==> src/rtl/wb_regfile_pkg.sv <==
// Shared writeback definitions: result-source encodings and datapath sizing.
package wb_regfile_pkg;
  localparam int XLEN      = 32;
  localparam int NREG      = 32;
  localparam int REG_IDX_W = 5;

  typedef enum logic [1:0] {
    RESULTSRC_ALU = 2'b00,
    RESULTSRC_MEM = 2'b01,
    RESULTSRC_PC4 = 2'b10,
    RESULTSRC_ILL = 2'b11
  } resultsrc_e;
endpackage

==> src/rtl/wb_regfile_if.sv <==
// MEM/WB inputs, decode read ports and writeback status outputs of the WB stage.
interface wb_regfile_if;
  import wb_regfile_pkg::*;

  logic                 regwrite_w;
  logic [1:0]           resultsrc_w;
  logic [XLEN-1:0]      aluresult_w;
  logic [XLEN-1:0]      readdata_w;
  logic [REG_IDX_W-1:0] rd_w;
  logic [XLEN-1:0]      pcplus4_w;
  logic [REG_IDX_W-1:0] rs1_d;
  logic [REG_IDX_W-1:0] rs2_d;
  logic [XLEN-1:0]      rd1_d;
  logic [XLEN-1:0]      rd2_d;
  logic [XLEN-1:0]      result_w;
  logic [31:0]          wb_count;
  logic                 illegal_src;

  modport master (
    output regwrite_w, resultsrc_w, aluresult_w, readdata_w, rd_w, pcplus4_w,
    output rs1_d, rs2_d,
    input  rd1_d, rd2_d, result_w, wb_count, illegal_src
  );

  modport slave (
    input  regwrite_w, resultsrc_w, aluresult_w, readdata_w, rd_w, pcplus4_w,
    input  rs1_d, rs2_d,
    output rd1_d, rd2_d, result_w, wb_count, illegal_src
  );
endinterface

==> src/rtl/wb_regfile_regfile_2r1w.sv <==
// Two-read/one-write register array with hardwired-zero x0 and write-through bypass.
module regfile_2r1w
  import wb_regfile_pkg::*;
#(
  parameter int XLEN_P = XLEN,
  parameter int NREG_P = NREG,
  parameter int IDX_W  = $clog2(NREG_P)
) (
  input  logic              clk,
  input  logic              rst,
  input  logic              we,
  input  logic [IDX_W-1:0]  waddr,
  input  logic [XLEN_P-1:0] wdata,
  input  logic [IDX_W-1:0]  raddr1,
  input  logic [IDX_W-1:0]  raddr2,
  output logic [XLEN_P-1:0] rdata1,
  output logic [XLEN_P-1:0] rdata2
);
  logic [XLEN_P-1:0] regs_q [NREG_P];
  logic [XLEN_P-1:0] regs_d [NREG_P];

  always_comb begin
    regs_d = regs_q;
    if (we && (waddr != '0)) regs_d[waddr] = wdata;
  end

  always_ff @(posedge clk) begin
    if (rst) regs_q <= '{default: '0};
    else     regs_q <= regs_d;
  end

  // we is already qualified by reset at the top, so bypass is inactive during reset.
  always_comb begin
    rdata1 = '0;
    rdata2 = '0;
    if (raddr1 != '0) rdata1 = (we && (raddr1 == waddr)) ? wdata : regs_q[raddr1];
    if (raddr2 != '0) rdata2 = (we && (raddr2 == waddr)) ? wdata : regs_q[raddr2];
  end
endmodule

==> src/rtl/wb_regfile.sv <==
// Writeback stage: result select, commit qualification, retired-write count, illegal flag.
module wb_regfile
  import wb_regfile_pkg::*;
(
  input logic         clk,
  input logic         rst,
  wb_regfile_if.slave bus
);
  logic [XLEN-1:0] result;
  logic            commit;
  logic            illegal_seen;
  logic [31:0]     wb_count_q, wb_count_d;
  logic            illegal_q, illegal_d;

  always_comb begin
    result = '0;
    case (bus.resultsrc_w)
      RESULTSRC_ALU: result = bus.aluresult_w;
      RESULTSRC_MEM: result = bus.readdata_w;
      RESULTSRC_PC4: result = bus.pcplus4_w;
      default:       result = '0;
    endcase
  end

  always_comb begin
    illegal_seen = bus.regwrite_w && (bus.resultsrc_w == RESULTSRC_ILL);
    commit       = bus.regwrite_w && (bus.rd_w != '0) && !illegal_seen && !rst;
    wb_count_d   = wb_count_q + {31'd0, commit};
    illegal_d    = illegal_q | illegal_seen;
  end

  always_ff @(posedge clk) begin
    if (rst) begin
      wb_count_q <= '0;
      illegal_q  <= 1'b0;
    end else begin
      wb_count_q <= wb_count_d;
      illegal_q  <= illegal_d;
    end
  end

  regfile_2r1w #(
    .XLEN_P (XLEN),
    .NREG_P (NREG),
    .IDX_W  (REG_IDX_W)
  ) u_rf (
    .clk    (clk),
    .rst    (rst),
    .we     (commit),
    .waddr  (bus.rd_w),
    .wdata  (result),
    .raddr1 (bus.rs1_d),
    .raddr2 (bus.rs2_d),
    .rdata1 (bus.rd1_d),
    .rdata2 (bus.rd2_d)
  );

  assign bus.result_w    = result;
  assign bus.wb_count    = wb_count_q;
  assign bus.illegal_src = illegal_q;
endmodule

==> src/flat_wrapper.sv <==
// flat-port wrapper written by rule: the top's interface ports become plain ports
module wb_regfile_flat import wb_regfile_pkg::*;
  (clk, rst, bus_regwrite_w, bus_resultsrc_w, bus_aluresult_w, bus_readdata_w, bus_rd_w, bus_pcplus4_w, bus_rs1_d, bus_rs2_d, bus_rd1_d, bus_rd2_d, bus_result_w, bus_wb_count, bus_illegal_src);
  wb_regfile_if bus_i ();
  input logic clk;
  input logic rst;
  input wire logic [$bits(bus_i.regwrite_w)-1:0] bus_regwrite_w;
  input wire logic [$bits(bus_i.resultsrc_w)-1:0] bus_resultsrc_w;
  input wire logic [$bits(bus_i.aluresult_w)-1:0] bus_aluresult_w;
  input wire logic [$bits(bus_i.readdata_w)-1:0] bus_readdata_w;
  input wire logic [$bits(bus_i.rd_w)-1:0] bus_rd_w;
  input wire logic [$bits(bus_i.pcplus4_w)-1:0] bus_pcplus4_w;
  input wire logic [$bits(bus_i.rs1_d)-1:0] bus_rs1_d;
  input wire logic [$bits(bus_i.rs2_d)-1:0] bus_rs2_d;
  output wire logic [$bits(bus_i.rd1_d)-1:0] bus_rd1_d;
  output wire logic [$bits(bus_i.rd2_d)-1:0] bus_rd2_d;
  output wire logic [$bits(bus_i.result_w)-1:0] bus_result_w;
  output wire logic [$bits(bus_i.wb_count)-1:0] bus_wb_count;
  output wire logic [$bits(bus_i.illegal_src)-1:0] bus_illegal_src;
  assign bus_i.regwrite_w = bus_regwrite_w;
  assign bus_i.resultsrc_w = bus_resultsrc_w;
  assign bus_i.aluresult_w = bus_aluresult_w;
  assign bus_i.readdata_w = bus_readdata_w;
  assign bus_i.rd_w = bus_rd_w;
  assign bus_i.pcplus4_w = bus_pcplus4_w;
  assign bus_i.rs1_d = bus_rs1_d;
  assign bus_i.rs2_d = bus_rs2_d;
  assign bus_rd1_d = bus_i.rd1_d;
  assign bus_rd2_d = bus_i.rd2_d;
  assign bus_result_w = bus_i.result_w;
  assign bus_wb_count = bus_i.wb_count;
  assign bus_illegal_src = bus_i.illegal_src;
  wb_regfile u_core (.clk(clk), .rst(rst), .bus(bus_i));
endmodule
==> config.mk <==
export PLATFORM = sky130hd
export DESIGN_NAME = wb_regfile_flat
export DESIGN_NICKNAME = d
export VERILOG_FILES = /design/src/rtl/wb_regfile_pkg.sv /design/src/rtl/wb_regfile_if.sv /design/src/rtl/wb_regfile_regfile_2r1w.sv /design/src/rtl/wb_regfile.sv /design/src/flat_wrapper.sv
export SDC_FILE = /design/constraint.sdc
export NUM_CORES = 2
export LEC_CHECK = 0
export ABC_AREA = 1
export BUFFER_PORTS_ARGS = -buffer_cell sky130_fd_sc_hd__buf_2
export CORE_MARGIN = 3
export CORE_UTILIZATION = 35
export DETAILED_ROUTE_END_ITERATION = 8
export PLACE_DENSITY = 0.48
export REMOVE_ABC_BUFFERS = 1
export SETUP_SLACK_MARGIN = 0.15
export SLEW_MARGIN = 40
export SYNTH_ARGS = -nofsm -noshare
export SYNTH_HDL_FRONTEND = slang
export SYNTH_HIERARCHICAL = 1
export SYNTH_SLANG_ARGS = --single-unit
==> constraint.sdc <==
create_clock -name clk -period 2.15 [get_ports clk]
set_input_delay 0 -clock clk [delete_from_list [all_inputs] [get_ports clk]]
set_output_delay 0 -clock clk [all_outputs]
set_load 0.005 [all_outputs]
=== Word-level counts from Yosys, hierarchy flattened ===
Cells that the tools add are included.

* Output and inout bits: 129
* Register bits: 1,057
* RAM bits: 0
* Memories kept: 0
* Memory bits (read-only): 0
* Bits in latches: 0
* Word-level logic and storage cells: 76

* Eq/ne operators: 5
* Mux-type cells: 14
* Shifts and indexed selects: 0
* Div/mod/pow operators: 0
* Order comparisons: 4
* Bitwise operators: 4
* $add $sub $neg: 1
* Multiply operators: 0
* Reductions and logical operators: 14

{| class="wikitable"
|+ Operators by type and width
! kind !! count
|-
| bitwise mux 1024 bit || 1
|-
| binary-select mux 32 bit (select 5 bit) || 2
|-
| 2-to-1 mux 32 bit || 9
|-
| demux 32 bit (select 5 bit) || 1
|-
| case mux 32 bit (3 select lines) || 1
|-
| adder 32 x 1 -> 32 bit || 1
|-
| >= comparator 6 bit, second input constant || 3
|-
| NOT 5 -> 6 bit || 3
|-
| nonzero test 5 bit || 3
|-
| equality test 5 bit || 2
|-
| logical AND 1 bit || 8
|-
| < comparator 6 x 1 -> 1 bit, second input constant || 1
|-
| equality test 2 bit, second input constant || 2
|-
| equality test 2 x 1 -> 1 bit, second input constant || 1
|-
| logical NOT 1 bit || 2
|-
| logical NOT 2 bit || 1
|-
| bitwise OR 1 bit || 1
|}

=== Depth between registers and ports, before layout ===
* Depth in word-level cells: 8
* Mapped depth: 13

=== Modules after synthesis ===
Netlist, hierarchy kept.

{| class="wikitable"
|+ Modules (own cells, without submodules)
! module !! cells an instance !! times used !! area an instance (µm²)
|-
| regfile_2r1w || 9,156 || 1 || 57,740.4
|-
| wb_regfile || 406 || 1 || 2,513.7
|}

=== Least setup slack after synthesis ===
Ideal clock, no wire load.

* Path type: input-to-reg
* Start point: input port rst
* End point: register u_core.wb_count_q[10], in the netlist u_core/bus.wb_count[10]
* Data required time: 2,022 ps
* Setup slack: 310 ps
* Arrival: 1,712 ps
* Stages: 12
* Cells stage by stage: inv_1 > clkbuf_1 > nand4_1 > inv_1 > ha_1 > ha_1 > nand2_1 > nor2_1 > nand2_2 > nor2_4 > xor2_1 > nor2_1

* Word-level cells in the longest chain between the ends: 3

{| class="wikitable"
|+ Ends and longest elaborated chain
! item !! RTL line !! text
|-
| start: declaration || flat_wrapper.sv:6 || <nowiki>input logic rst;</nowiki>
|-
| logical NOT 1 bit || wb_regfile.sv:27 || <nowiki>commit = bus.regwrite_w && (bus.rd_w != '0) && !illegal_seen && !rst;</nowiki>
|-
| logical AND 1 bit || wb_regfile.sv:27 ||
|-
| via u_core.commit || wb_regfile.sv:10 || <nowiki>logic commit;</nowiki>
|-
| adder 32 x 1 -> 32 bit || wb_regfile.sv:28 || <nowiki>wb_count_d = wb_count_q + {31'd0, commit};</nowiki>
|-
| end signal: assignment || wb_regfile.sv:37 || <nowiki>wb_count_q <= wb_count_d;</nowiki>
|-
| end: declaration || wb_regfile.sv:12 || <nowiki>logic [31:0] wb_count_q, wb_count_d;</nowiki>
|}

The timed path passes the listed nets, and every way through them passes these cells.
A chain may end at the register's enable or synchronous reset.

=== Worst setup path after layout ===
* Start point: input port bus_rd_w[4]
* End point: output port bus_rd2_d[4]

* Word-level cells in the longest chain between the ends: 7

{| class="wikitable"
|+ Ends and longest elaborated chain
! item !! RTL line !! text
|-
| start: declaration || flat_wrapper.sv:11 || <nowiki>input wire logic [$bits(bus_i.rd_w)-1:0] bus_rd_w;</nowiki>
|-
| nonzero test 5 bit || wb_regfile.sv:27 ||
|-
| logical AND 1 bit (3 in series) || wb_regfile.sv:27 ||
|-
| via u_core.commit || wb_regfile.sv:10 ||
|-
| logical AND 1 bit || wb_regfile_regfile_2r1w.sv:37 || <nowiki>if (raddr2 != '0) rdata2 = (we && (raddr2 == waddr)) ? wdata : regs_q[raddr2];</nowiki>
|-
| 2-to-1 mux 32 bit (2 in series) || wb_regfile_regfile_2r1w.sv:37 ||
|-
| end: declaration || flat_wrapper.sv:16 || <nowiki>output wire logic [$bits(bus_i.rd2_d)-1:0] bus_rd2_d;</nowiki>
|}

The timed path passes the listed nets, and every way through them passes these cells.

==> results.yml <==
timing:
  tightestPinTransition_ns: 0.893
  min_period_ns: 2.09
  holdWs_ns: 0.0481
  skew_ns: 0.00451
  rsz0062_at_grt: "yes"
  maxSlewViolCount: 0
  relSlewSlack_pct: 40.5
  max_freq_mhz: 479
  setup_viol: 0
  hold_viol: 0
  post-route-period-util_pct: 97.2
floorplanning:
  die_h_um: 421
  num_io_pins: 245
  start_util_pct: 35.4
  core_um2: 170000
  die_area_um2: 177000
  rows: 151
  die_w_um: 421
run:
  maxCapViolCount: 0
grt:
  grt_max_degree: 178
  antenna_found_initial: 3
  track_usage_pct: 30.9
  grt-ovfl-total: 0
  grt_pass1_vias: 61684
  grt_first_pass_wirelength_mm: 419
logic_synthesis:
  avgSynthCellArea_um2: 6.30
  async_reset_ff_share_pct: 0
  synthDistinctLibCells: 34
  synth_ff_type: "dfxtp_1"
  yosys.area.top_type: "dfxtp_1"
  synth_xor_area_share_pct: 0.0581
  synth_common_cells: "2324 x nand2_1, 1430 x nand3_1, 1237 x nor2_1"
  synth_top_area_share_pct: 35.1
  synth_seq_cells: 1057
  syn_area_um2: 60300
  synth-simple-area-share_pct: 35.0
  synth_sequential_area_ratio_pct: 35.1
  ys.warnings.count: 6
  synth_edf_count: 0
  synth_adder_area_share_pct: 0.0415
  yosys.cell_count.top_type: "nand2_1"
  synthTopCellsByArea: "dfxtp_1 35%, nand2_1 14%, nand3_1 12%"
  synthCells: 9562
  synth_top_family_by_area: "simple AND/OR/NAND/NOR gates"
  synthMuxAreaShare_pct: 0
  synth-compound-area-share_pct: 17.5
drt:
  antenna_left: 0
  wl_mm: 288
  drt-initial-drc-count: 7483
  avgViaCountPerCell: 5.52
  wl_per_cell_um: 23.8
  dr.pass1.iters: 8
  drc: 0
  vias: 66815
pwr:
  vdd_drop_max_mv: 0.791
  p_total_w: 0.0507
  p_int_w: 0.0358
  clkPwrFrac_pct: 44.8
  p_switching_w: 0.0149
  cellPowerDensity_nw_per_um2: 667
  power_frac_comb_pct: 16.3
  leakage_nw: 32.7
  p_sw_share_pct: 29.4
  share_seq_of_total_power_pct: 38.9
hold_path:
  hp-start: "bus_aluresult_w[14]"
  hold_end: "u_core/u_rf/regs_q[814]$_SDFFE_PP0P_"
  whs_path_depth: 7
  hp-class: "input port to flip-flop"
critical_path:
  cp_slowest_cell: "nor3_4"
  cp-start-kind: "input port"
  cp.required_ns: 2.15
  r2r_slack_ns: 0.38
  r2r-end: "u_core/bus.wb_count[10]$_SDFF_PP0_"
  reg2reg_from: "u_core/bus.wb_count[0]$_SDFF_PP0_"
  critPathBufInv: 7
  r2r_cells: 9
  end_kind: "output port"
  critPathMaxFanout: 12
  arrival_ns: 2.09
  crit_path_max_incr_delay_ns: 0.34
  cp_top_family: "buffers and inverters"
  path_cells: "buf_2, nor3_4, buf_4, nand2_1, nand4_1, inv_2, buf_4, o21ai_0, a21oi_1, nand3_4, buf_8, buf_12, o21ai_0, a21oi_2, buf_2"
  crit_type: "input port to output port"
finish:
  fin_nets: 9819
  finalInstanceArea_um2: 76000
  drive_gt1_share_pct: 19.8
  syn2layout_area_growth_pct: 26.1
  fin_cells: 12100
placed_design:
  dp_hpwl_mm: 173
  io_buffers: 244
  dp_cells: 11651
  post_dp_cell_area_um2: 66900
  place_congestion: 0.878
clock_network:
  clock-sinks: 1057
  cts_buffers: 134
  clockBufferDepth: 3
  tritoncts: "built"
  htreeDepth: 4
  worstSkewPairLatency_ns: 0.77
  clockRootBuffer: "clkbuf_16"
  clk_pin_slew_ns: 0.06
status:
  status: "finished clean"
[power groups by stage]
stage / Clock, W / Sequential (W) / Combinational [W]
2_1_floorplan: 0 / 0.0201 / 0.00331
3_3_place_gp: 0 / 0.0202 / 0.00731
3_5_place_dp: 0 / 0.0202 / 0.00732
4_1_cts: 0.0230 / 0.0197 / 0.00793
5_1_grt: 0.0238 / 0.0197 / 0.00881
6_report: 0.0227 / 0.0197 / 0.00826
[kinds of logic after synthesis]
| kind of cell | count (synthesis) |
|---|---|
| flops | 1057 |
| simple gates | 5066 |
| compound gates | 1553 |
| fa+ha+maj | 2 |
| xor+xnor | 4 |
| buf+inv | 1880 |
[layer usage]
metal / global-route usage (%) / part of all wire (%) / vias to the layer above
met5: 0 / 0.0059 / -
met2: 48.3 / 44 / 3001
met1: 42.1 / 43 / 31582
li1: - / - / 31622
met3: 4.79 / 8.2 / 608
met4: 13.2 / 4.5 / 2
[worst reg2reg max path, cell delays in order (launching register included)]
cell     delay, ns
dfxtp_1       0.40
ha_1          0.20
ha_1          0.17
nand2_1       0.07
nor2_1        0.15
nand2_2       0.11
buf_4         0.17
nor2_4        0.14
xor2_1        0.17
nor2_1        0.05
[area by class of cell]
cell class | instances | area [um2]
fillers | 17422 | 94200
multi-input cells | 6625 | 34100
flip-flops and latches | 1057 | 21400
repair buffers | 873 | 9460
clock buffers | 212 | 4030
inverters | 1010 | 3870
well taps | 2295 | 2870
clock inverters | 23 | 283
diodes | 5 | 12.5
[layout by cell type (no fill, tap or decap), types with 12 or more instances in the layout]
master         instances
clkbuf_8              28
inv_2                222
buf_2                231
dfxtp_1              852
o21ai_1               36
dfxtp_2              205
nand3_2              256
o211ai_1             210
nor2_1              1201
o21ai_0              136
nor2_2                38
nand2_1             2203
clkbuf_1              45
nor2_4                17
or2_4                 26
buf_6                 21
nand2_2              111
dlygate4sd3_1        139
buf_4                240
buf_12               227
a21oi_2               39
nand3_4               13
nand3_1             1165
clkinv_2              29
nand2_4               12
inv_1                757
a211oi_1             841
clkbuf_16            144
a21oi_1              252
[sequential cells by signal, summed over array words and instances (netlist names)]
name,cells
u_core/u_rf/regs_q,1024
u_core/bus.wb_count,32
u_core/bus.illegal_src,1
[worst max-delay path by stage]
| stage | from | endpoint | slack [ns] | cells after the start |
|---|---|---|---|---|
| floorplan | bus_rs2_d[0] | bus_rd2_d[12] | -5.19 | 6 |
| global placement | bus_rd_w[3] | bus_rd1_d[19] | -0.54 | 14 |
| detailed placement | bus_rd_w[3] | bus_rd1_d[19] | -0.45 | 14 |
| CTS | u_core/u_rf/regs_q[282]$_SDFFE_PP0P_ | bus_rd2_d[26] | 0.03 | 12 |
| global route | u_core/u_rf/regs_q[826]$_SDFFE_PP0P_ | bus_rd2_d[26] | -0.03 | 12 |
| finish | bus_rd_w[4] | bus_rd2_d[4] | 0.06 | 15 |
[metrics by stage]
stage	worst slack (ns)	util [%]	TNS, ns
floorplan	-5.19	-	-352.63
global placement	-0.540	39.3	-288.83
detailed placement	-0.455	39.3	-236.81
CTS	0.0273	43.7	0
global route	-0.0313	44.6	-0.0341
finish	0.0603	44.6	0
[timing repair]
item | 4_1_cts | 5_1_grt
hold buffers | 153 | 0
gates resized for setup | 451 | 539
pin swaps | 222 | 335
hold endpoints to repair | 958 | 0
endpoints found under the setup margin | 64 | 70
setup buffers | 15 | 33
gates cloned | 1 | 5
Power figures use the tool's default switching activity.
